**src/rtl/mux_sel_arbiter.sv**
```systemverilog
// rtl/mux_sel_arbiter.sv - round-robin select generator for a 4:1 mux (MUX_SEL_FIXED_PRIO_EN selects fixed priority)
module mux_sel_arbiter #(
    parameter int TIMEOUT = 15
) (
    input  logic       clk,
    input  logic       rst,
    input  logic [3:0] req,
    input  logic       done,
    output logic [1:0] s,
    output logic [3:0] gnt,
    output logic       valid,
    output logic       timeout
);

    localparam int TW = (TIMEOUT < 1) ? 1 : $clog2(TIMEOUT + 1);
    localparam logic [TW-1:0] TMAX = TW'(TIMEOUT);

    localparam logic [0:0] IDLE = 1'b0;
    localparam logic [0:0] BUSY = 1'b1;

    logic [0:0]    state;
    logic [1:0]    last;
    logic [TW-1:0] timer;
    logic [1:0]    sel;
    logic          any_req;
    logic          normal_rel;
    logic          forced_rel;

`ifdef MUX_SEL_FIXED_PRIO_EN
    // Lowest index wins; scanning downward lets the last hit be the winner.
    always_comb begin
        sel = 2'd0;
        for (int i = 3; i >= 0; i--) begin
            if (req[i]) sel = 2'(i);
        end
    end
`else
    always_comb begin
        logic found;
        sel   = 2'd0;
        found = 1'b0;
        for (int k = 1; k <= 4; k++) begin
            if (!found && req[last + 2'(k)]) begin
                sel   = last + 2'(k);
                found = 1'b1;
            end
        end
    end
`endif

    assign any_req    = |req;
    assign normal_rel = done || !req[s];
    assign forced_rel = (TIMEOUT != 0) && (timer == TMAX);

    always_ff @(posedge clk or posedge rst) begin
        if (rst) begin
            state   <= IDLE;
            last    <= 2'd3;
            timer   <= '0;
            s       <= 2'd0;
            gnt     <= 4'b0000;
            valid   <= 1'b0;
            timeout <= 1'b0;
        end else begin
            case (state)
                IDLE: begin
                    timeout <= 1'b0;
                    if (any_req) begin
                        s     <= sel;
                        gnt   <= 4'b0001 << sel;
                        valid <= 1'b1;
                        timer <= TW'(1);
                        state <= BUSY;
                    end else begin
                        gnt   <= 4'b0000;
                        valid <= 1'b0;
                        timer <= '0;
                    end
                end
                BUSY: begin
                    if (normal_rel || forced_rel) begin
                        state   <= IDLE;
                        valid   <= 1'b0;
                        gnt     <= 4'b0000;
                        last    <= s;
                        timer   <= '0;
                        // done or a withdrawn request outranks expiry, so no pulse then
                        timeout <= !normal_rel;
                    end else begin
                        timer   <= timer + TW'(1);
                        timeout <= 1'b0;
                    end
                end
                default: begin
                    state   <= IDLE;
                    valid   <= 1'b0;
                    gnt     <= 4'b0000;
                    timer   <= '0;
                    timeout <= 1'b0;
                end
            endcase
        end
    end

endmodule

```
**config.mk**
```make
export PLATFORM = sky130hd
export DESIGN_NAME = mux_sel_arbiter
export DESIGN_NICKNAME = d
export VERILOG_FILES = /design/src/rtl/mux_sel_arbiter.sv
export SDC_FILE = /design/constraint.sdc
export NUM_CORES = 1
export LEC_CHECK = 0
export BUFFER_PORTS_ARGS = -buffer_cell sky130_fd_sc_hd__buf_4
export CORE_MARGIN = 2
export CORE_UTILIZATION = 54
export DETAILED_ROUTE_END_ITERATION = 6
export GPL_TIMING_DRIVEN = 1
export PLACE_DENSITY_LB_ADDON = 0.2
export SYNTH_ARGS = -nofsm -noshare
export SYNTH_HDL_FRONTEND = slang
export SYNTH_SLANG_ARGS = --single-unit
```
**constraint.sdc**
```tcl
create_clock -name clk -period 3.8 [get_ports clk]
set_clock_uncertainty 0.15 [all_clocks]
set_input_delay 0.76 -clock clk [delete_from_list [all_inputs] [get_ports clk]]
set_output_delay 0.76 -clock clk [all_outputs]
set_load 0.02 [all_outputs]
```
Word-level counts from Yosys, hierarchy flattened. Index checks and enable logic that the tools add are counted.

Bits in latches: 0. Memory bits (writable): 0. Memories kept: 0. Memory bits (read-only): 0. Input port bits: 7. Output and inout bits: 8. Register bits after elaboration: 15. Word-level logic and storage cells: 63.

Eq/ne operators: 2. Reductions and logical operators: 13. Bitwise operators: 1. Multipliers: 0. $add $sub $neg: 4. Div/mod/pow operators: 0. Shift-type cells: 1. Magnitude comparators: 5. Muxes and demuxes: 30.

Operators by type and width (number): 4-bit case mux with 2 select lines (2); 2-bit by 3-bit less-than comparator with 1-bit output (second input constant) (5); 1-bit two-way mux (13); 4-bit two-way mux (3); 1-bit binary-select mux with 2-bit select (5); 2-bit two-way mux (4); 1-bit case mux with 2 select lines (3); 1-bit zero test (5); 2-bit adder (second input constant) (2); 4-bit by 1-bit adder with 4-bit output (second input constant) (1); 4-bit equality test (second input constant) (1); 2-bit AND reduction (2); 4-bit OR reduction (1); 1-bit by 2-bit << shifter with 4-bit output (first input constant) (1); 1-bit logical AND (3); 2-bit by 1-bit adder with 2-bit output (second input constant) (1); 1-bit logical OR (2); 2-bit by 1-bit != test with 1-bit output (second input constant) (1); 1-bit inverter (1).

Logic depth before layout (Yosys ltp). Gate-level depths: netlist (run 1).

Depth after elaboration: 16. Gate-level depth with buffers: 4. Depth with buffers taken out: 4.

Least setup slack after synthesis (run 1). OpenSTA, ideal clock, no wires.

Path type: input to register. From: input req[0]. To: register gnt[0]. Data arrival time: 1.506 ns. Buffers on the path: 0. Setup time: 0.122 ns. Slack: 2.023 ns. Data required time: 3.528 ns. Stages: 4. Path through: and2b_1 > a21oi_1 > o221a_2 > a32o_1.

Cells in the longest elaborated chain, start to end: 15. Elaborated cells on any way between the ends: 31. Those cells by class: 1 x eq/ne; 1 x shift; 19 x mux; 10 x reduce/logical.

Ends and longest elaborated chain: start: declaration (RTL line 7) `input logic [3:0] req,`; 1-bit binary-select mux with 2-bit select (RTL line 43) `if (!found && req[last + 2'(k)]) begin`; 1-bit two-way mux (implied by the code) (RTL line 43); 1-bit two-way mux (RTL line 43); 1-bit zero test (RTL line 43); 1-bit logical AND (RTL line 43); 1-bit two-way mux (RTL line 43); 1-bit zero test (RTL line 43); 1-bit logical AND (RTL line 43); 1-bit two-way mux (RTL line 43); 1-bit zero test (RTL line 43); 1-bit logical AND (RTL line 43); 2-bit two-way mux (RTL line 43); 1-bit by 2-bit << shifter with 4-bit output (RTL line 70) `gnt <= 4'b0001 << sel;`; 4-bit two-way mux (RTL line 68) `if (any_req) begin`; 4-bit case mux with 2 select lines (RTL line 65) `case (state)`; end signal: assignment (RTL line 70); end: declaration (RTL line 10) `output logic [3:0] gnt,`.

Several ways; a longest one is shown, not always the timed one. The select of a mux whose other input is x is not followed. A chain may end at the register's enable or synchronous reset.

Final worst setup path (run 1).
From: register s[1]. To: output s[1].

RTL lines: start: declaration (RTL line 9) `output logic [1:0] s,`; start signal: assignment (RTL line 69) `s <= sel;`.

No word-level cell between the ends.

==> flow_summary.toml, run 1 <==
[run_status]
status = "complete, no violations"

[synth]
synthArstFlopShare_pct = 100.0
synth.net_count = 71
yosysWarnings = 0
netlist_area_um2 = 705.7
yosys-top-cells-count = "dfrtp_1, nand2_1, nor2_1, a21o_1"
synthDistinctLibCells = 28
syn_inst = 63
yosysTopAreaCellShare_pct = 46.10
synth_area_leaders = "dfrtp_1, dfstp_2, mux2i_1"
seq_area_frac_synth_pct = 53.55
syn_avg_cell_area_um2 = 11.20
synth.ff_latch_count = 15
yosysMostFrequentCell = "dfrtp_1"
yosysTopAreaCell = "dfrtp_1"
ys.flop_type = "dfrtp_1"
synth_edf_count = 0

[global_routing]
grt_first_pass_wirelength_um = 1883
grt_overflow_total = 0
antenna_found_initial = 0
grt_pass1_vias = 452
grt_max_degree = 16
grtUsageTotal_pct = 18.34

[placement]
dpl_cell_area_um2 = 829.5
dp_slack_ns = 1.820
place_congestion = 0.7263
io_buffers = 14
dp_hpwl_um = 968.7

[timing]
min_period_over_period_pct = 47.82
relSlewSlack_pct = 64.32
fin_crit_ns = 1.817
tns_ns = 0
rsz0062_at_grt = "false"
tightest_slew_ns = 0.5346
hold_ws_ns = 0.3436
drv_slew = 0
setup_viol = 0
max_freq_ghz = 0.5503
setup_ws_ns = 1.983
finalHoldViolCount = 0

[route]
drt_iter0_drc = 10
routed_wl_um = 1245
drcViolationCount = 0
viasPerCell = 5.542
vias = 532
wire_per_inst_um = 12.97
ant_nets = 0
dr.pass1.iters = 4

[layout]
diodes = 0
drive_above_1_share_pct = 29.63
syn_to_final_growth_pct = 21.28
num-nets-final = 90
design_area_um2 = 855.8

[pwr]
vdd_drop_max_v = 0.0004123
power_mw = 0.6347
p_leak_nw = 0.4151
powerDensity_nw_per_um2 = 741.6

[setup_path]
reg2regPathDepth = 4
crit_chain = "buf_4"
crit_slowest_cell = "dfrtp_1"
path_delay_family = "flip-flops"
arrival_ns = 0.91
worstPathRequired_ns = 2.89
max_stage_delay_ns = 0.44
cp-start-kind = "flop"
reg2reg_slack_ns = 2.20
path_class = "reg -> out"
path_buf_inv = 1
r2r_end = "gnt[2]$_DFFE_PP0P_"
crit_fanout = 5
critPathCaptureType = "output port"
rr_startpoint = "s[1]$_DFFE_PP0P_"

[clocking]
cts_setup_buffers = 0
cts_root_buf = "clkbuf_4"
insertion_delay_ns = 0.28
clkTransAtPathRegs_ns = 0.08
holdBufCountCts = 0
clockBufferDepth = 2
cts_resized = 0
cts.htree.levels = 1
cts.sinks = 15
cts_tree = "built"
cts_buffers = 3

[min_path]
min_to = "valid$_DFFE_PP0P_"
hold_class = "reg -> reg"
hold_path_depth = 1
hold_path.startpoint = "valid$_DFFE_PP0P_"

[floorplan]
io_pins = 15
die_w_um = 40.15
core-area_um2 = 1252
rows = 13
initial_core_util_pct = 56.34
dieArea_um2 = 1612
die_y_um = 40.15

[flow_run]
max-cap-violations = 0
## stage by stage
stage          util (%)  std cells
2_1_floorplan         -         63
3_3_place_gp      66.23         92
3_5_place_dp      66.23         92
4_1_cts           68.33         96
5_1_grt           68.33         96
6_report          68.33         96
## worst max-delay path by stage
| stage | start | end | cells after the start |
|---|---|---|---|
| after floorplan | req[0] | gnt[0]$_DFFE_PP0P_ | 4 |
| after global placement | req[0] | gnt[3]$_DFFE_PP0P_ | 5 |
| after detailed placement | req[3] | gnt[2]$_DFFE_PP0P_ | 5 |
| after CTS | s[1]$_DFFE_PP0P_ | s[1] | 1 |
| after global routing | s[1]$_DFFE_PP0P_ | s[1] | 1 |
| final | s[1]$_DFFE_PP0P_ | s[1] | 1 |
## flip-flops by register name (all words and copies together) (netlist names)
register  count
valid         1
timer         4
last          2
state         1
gnt           4
timeout       1
s             2
## power by group
group | switching (mW) | internal, mW
registers | 0.0557 | 0.225
logic | 0.136 | 0.128
clock network | 0.0488 | 0.0407
total | 0.240 | 0.394
## layer usage
| metal | up-vias | track usage, % | share of wire (%) |
|---|---|---|---|
| li1 | 263 | - | - |
| met1 | 247 | 22.74 | 44 |
| met2 | 20 | 31.05 | 49 |
| met3 | 2 | 3.333 | 6.0 |
| met4 | 0 | 7.759 | 0.32 |
| met5 | - | 0 | 0 |
## cells in the final DEF, fill, tap and decap left out, types with 2 or more instances in the layout
cell type and instances:
mux2_1 2, a21oi_1 2, clkbuf_4 3, buf_4 14
nor2_1 6, mux2i_1 3, o21ai_0 2, inv_1 2
a21o_1 4, nand2b_1 2, nand3_1 3, nand2_1 6
dfstp_2 2, dfrtp_1 13
## final cells by class
class                           instances  area [um2]
Clock buffer                            4       26.28
Inverter                                2       7.507
Timing Repair Buffer                   14       105.1
Fill cell                              87       396.6
Sequential cell                        15       377.9
Multi-Input combinational cell         46       320.3
Tap cell                               15       18.77
## cell families (layout without fill, tap and decap cells)
logic type	count (synthesis)	in the layout	synth area share, %
flip-flops	15	15	53.55
AO/OA/AOI/OAI	16	16	18.44
XOR/XNOR	2	2	2.483
buffers and inverters	2	20	1.064
adder cells (fa/ha/maj)	1	1	1.773
multiplexers	5	5	7.447
AND/OR/NAND/NOR	22	22	15.25
Power figures use the tool's default switching activity.
==> inputs of run 2 (changes only) <==
--- a/config.mk
+++ b/config.mk
@@ -7,7 +7,7 @@
 export LEC_CHECK = 0
 export BUFFER_PORTS_ARGS = -buffer_cell sky130_fd_sc_hd__buf_4
 export CORE_MARGIN = 2
-export CORE_UTILIZATION = 54
+export CORE_UTILIZATION = 50
 export DETAILED_ROUTE_END_ITERATION = 6
 export GPL_TIMING_DRIVEN = 1
 export PLACE_DENSITY_LB_ADDON = 0.2
==> constraint.sdc (replaced) <==
create_clock -name clk -period 1.7 [get_ports clk]
set_clock_uncertainty 0.15 [all_clocks]
set_input_delay 0.34 -clock clk [delete_from_list [all_inputs] [get_ports clk]]
set_output_delay 0.34 -clock clk [all_outputs]
set_load 0.02 [all_outputs]
==> flow_summary.toml, run 2 (synthesis results as in run 1) <==
[setup_path]
cp-start-kind = "flop"
reg2reg_slack_ns = 0.16
crit_fanout = 5
arrival_ns = 1.60
r2r_end = "last[1]$_DFFE_PP1P_"
critPathCaptureType = "flop"
path_class = "reg -> reg"
rr_startpoint = "s[1]$_DFFE_PP0P_"
reg2regPathDepth = 4
worstPathRequired_ns = 1.76

[floorplan]
initial_core_util_pct = 53.56
core-area_um2 = 1318
io_pins = 15
die_y_um = 41.57
die_w_um = 41.57
rows = 13
dieArea_um2 = 1728

[layout]
post-route-util_pct = 65.81
diodes = 0
num-nets-final = 91
top_regs = "gnt (4), timer (4)"
layout_commonest_cell = "buf_4"
syn_to_final_growth_pct = 22.87
drive_above_1_share_pct = 30.49
final_cell_mix = "buf_4, dfrtp_1, nor2_1, nand2_1, a21o_1"

[timing]
drv_slew = 0
finalHoldViolCount = 0
relSlewSlack_pct = 63.85
fin_crit_ns = 1.544
rsz0062_at_grt = "false"
max_freq_ghz = 0.6478
setup_viol = 0
min_period_over_period_pct = 90.81
tightest_slew_ns = 0.5417
tns_ns = 0

[pwr]
clkPwrFrac_pct = 13.9
powerDensity_nw_per_um2 = 1635
p_leak_nw = 0.4221
p_sw_mw = 0.5385
pwr-share-seq_pct = 44.0
pwr-share-comb_pct = 42.1
vdd_drop_max_v = 0.001046
p_int_mw = 0.8795
p_sw_share_pct = 37.98

[clocking]
cts.sinks = 15
clockBufferDepth = 2
cts_tree = "built"
cts_buffers = 3
cts.htree.levels = 1
insertion_delay_ns = 0.28
clkTransAtPathRegs_ns = 0.09
cts_setup_buffers = 0
cts_root_buf = "clkbuf_4"

[route]
dr.pass1.iters = 4
vias = 531
wire_per_inst_um = 13.51
drt_iter0_drc = 4
drcViolationCount = 0
viasPerCell = 5.474
ant_nets = 0
routed_wl_um = 1310

[min_path]
min_to = "valid$_DFFE_PP0P_"
hold_class = "reg -> reg"
hold_path.startpoint = "valid$_DFFE_PP0P_"
hold_path_depth = 1

[placement]
place_congestion = 0.7511
dp_hpwl_um = 1002
io_buffers = 14

[global_routing]
grt_pass1_vias = 513
grtUsageTotal_pct = 17.05
grt_overflow_total = 0
grt_max_degree = 16
grt_first_pass_wirelength_um = 2235
antenna_found_initial = 0

[flow_run]
max-cap-violations = 0

[run_status]
status = "complete, no violations"
-- run 2: cell count changes in the layout (fill, tap and decap cells not counted), sizes merged --
| cell | before | now |
|---|---|---|
| clkinv | 0 | 1 |
| clkbuf | 4 | 3 |
| dlygate4sd3 | 0 | 1 |
-- run 2: area by class of cell --
| type | count | area (um2) |
|---|---|---|
| inverter | 2 | 7.507 |
| clock inverter | 1 | 5.005 |
| timing repair buffer | 15 | 115.1 |
| fill | 108 | 450.4 |
| clock buffer | 3 | 22.52 |
| multi-input combinational | 46 | 320.3 |
| sequential | 15 | 377.9 |
| tap | 15 | 18.77 |
-- run 2: what timing repair did --
action	in CTS	in global routing
resized for setup	0	0
hold buffers	1	0
endpoints found under the hold margin	13	0
-- run 2: power by group through the flow --
stage	Sequential, mW	Combinational (mW)	Clock, mW
5_1_grt	0.646	0.658	0.222
3_5_place_dp	0.635	0.605	0
2_1_floorplan	0.697	0.321	0
6_report	0.624	0.597	0.198
4_1_cts	0.626	0.608	0.204
3_3_place_gp	0.626	0.599	0
-- run 2: worst max path at each step --
stage,end,start,cells past startpoint
after floorplan,gnt[2]$_DFFE_PP0P_,s[1]$_DFFE_PP0P_,4
after global placement,gnt[3]$_DFFE_PP0P_,req[0],5
after detailed placement,gnt[3]$_DFFE_PP0P_,req[0],5
after CTS,gnt[3]$_DFFE_PP0P_,last[1]$_DFFE_PP1P_,3
after global routing,gnt[3]$_DFFE_PP0P_,last[1]$_DFFE_PP1P_,3
final,last[1]$_DFFE_PP1P_,s[1]$_DFFE_PP0P_,4
-- run 2: per-layer routing --
layer | share of wire (%) | GRT usage [%] | vias to the layer above
li1 | - | - | 266
met1 | 45 | 23.14 | 249
met2 | 48 | 26.25 | 14
met3 | 5.4 | 3.478 | 2
met4 | 0.84 | 7.742 | 0
met5 | 0 | 0 | -
-- run 2: metrics by stage --
stage               total power [mW]  std cells  hold slack, ns  setup WS, ns  area, um2
finish                         1.418         97          0.3429        0.1563      867.1
floorplan                      1.018         63         0.09005        0.1269      705.7
detailed placement             1.239         92          0.2818        0.1188      829.5
global route                   1.525         97          0.3716       0.07617      867.1
CTS                            1.438         97          0.3535        0.1320      867.1
global placement               1.224         92          0.2749        0.1433      829.5
-- run 2: worst max-delay path: stages (launching register included) --
cell and delay [ns]:
dfrtp_1 0.44, mux2i_1 0.24, o22ai_2 0.12, a21boi_2 0.18, mux2_1 0.34
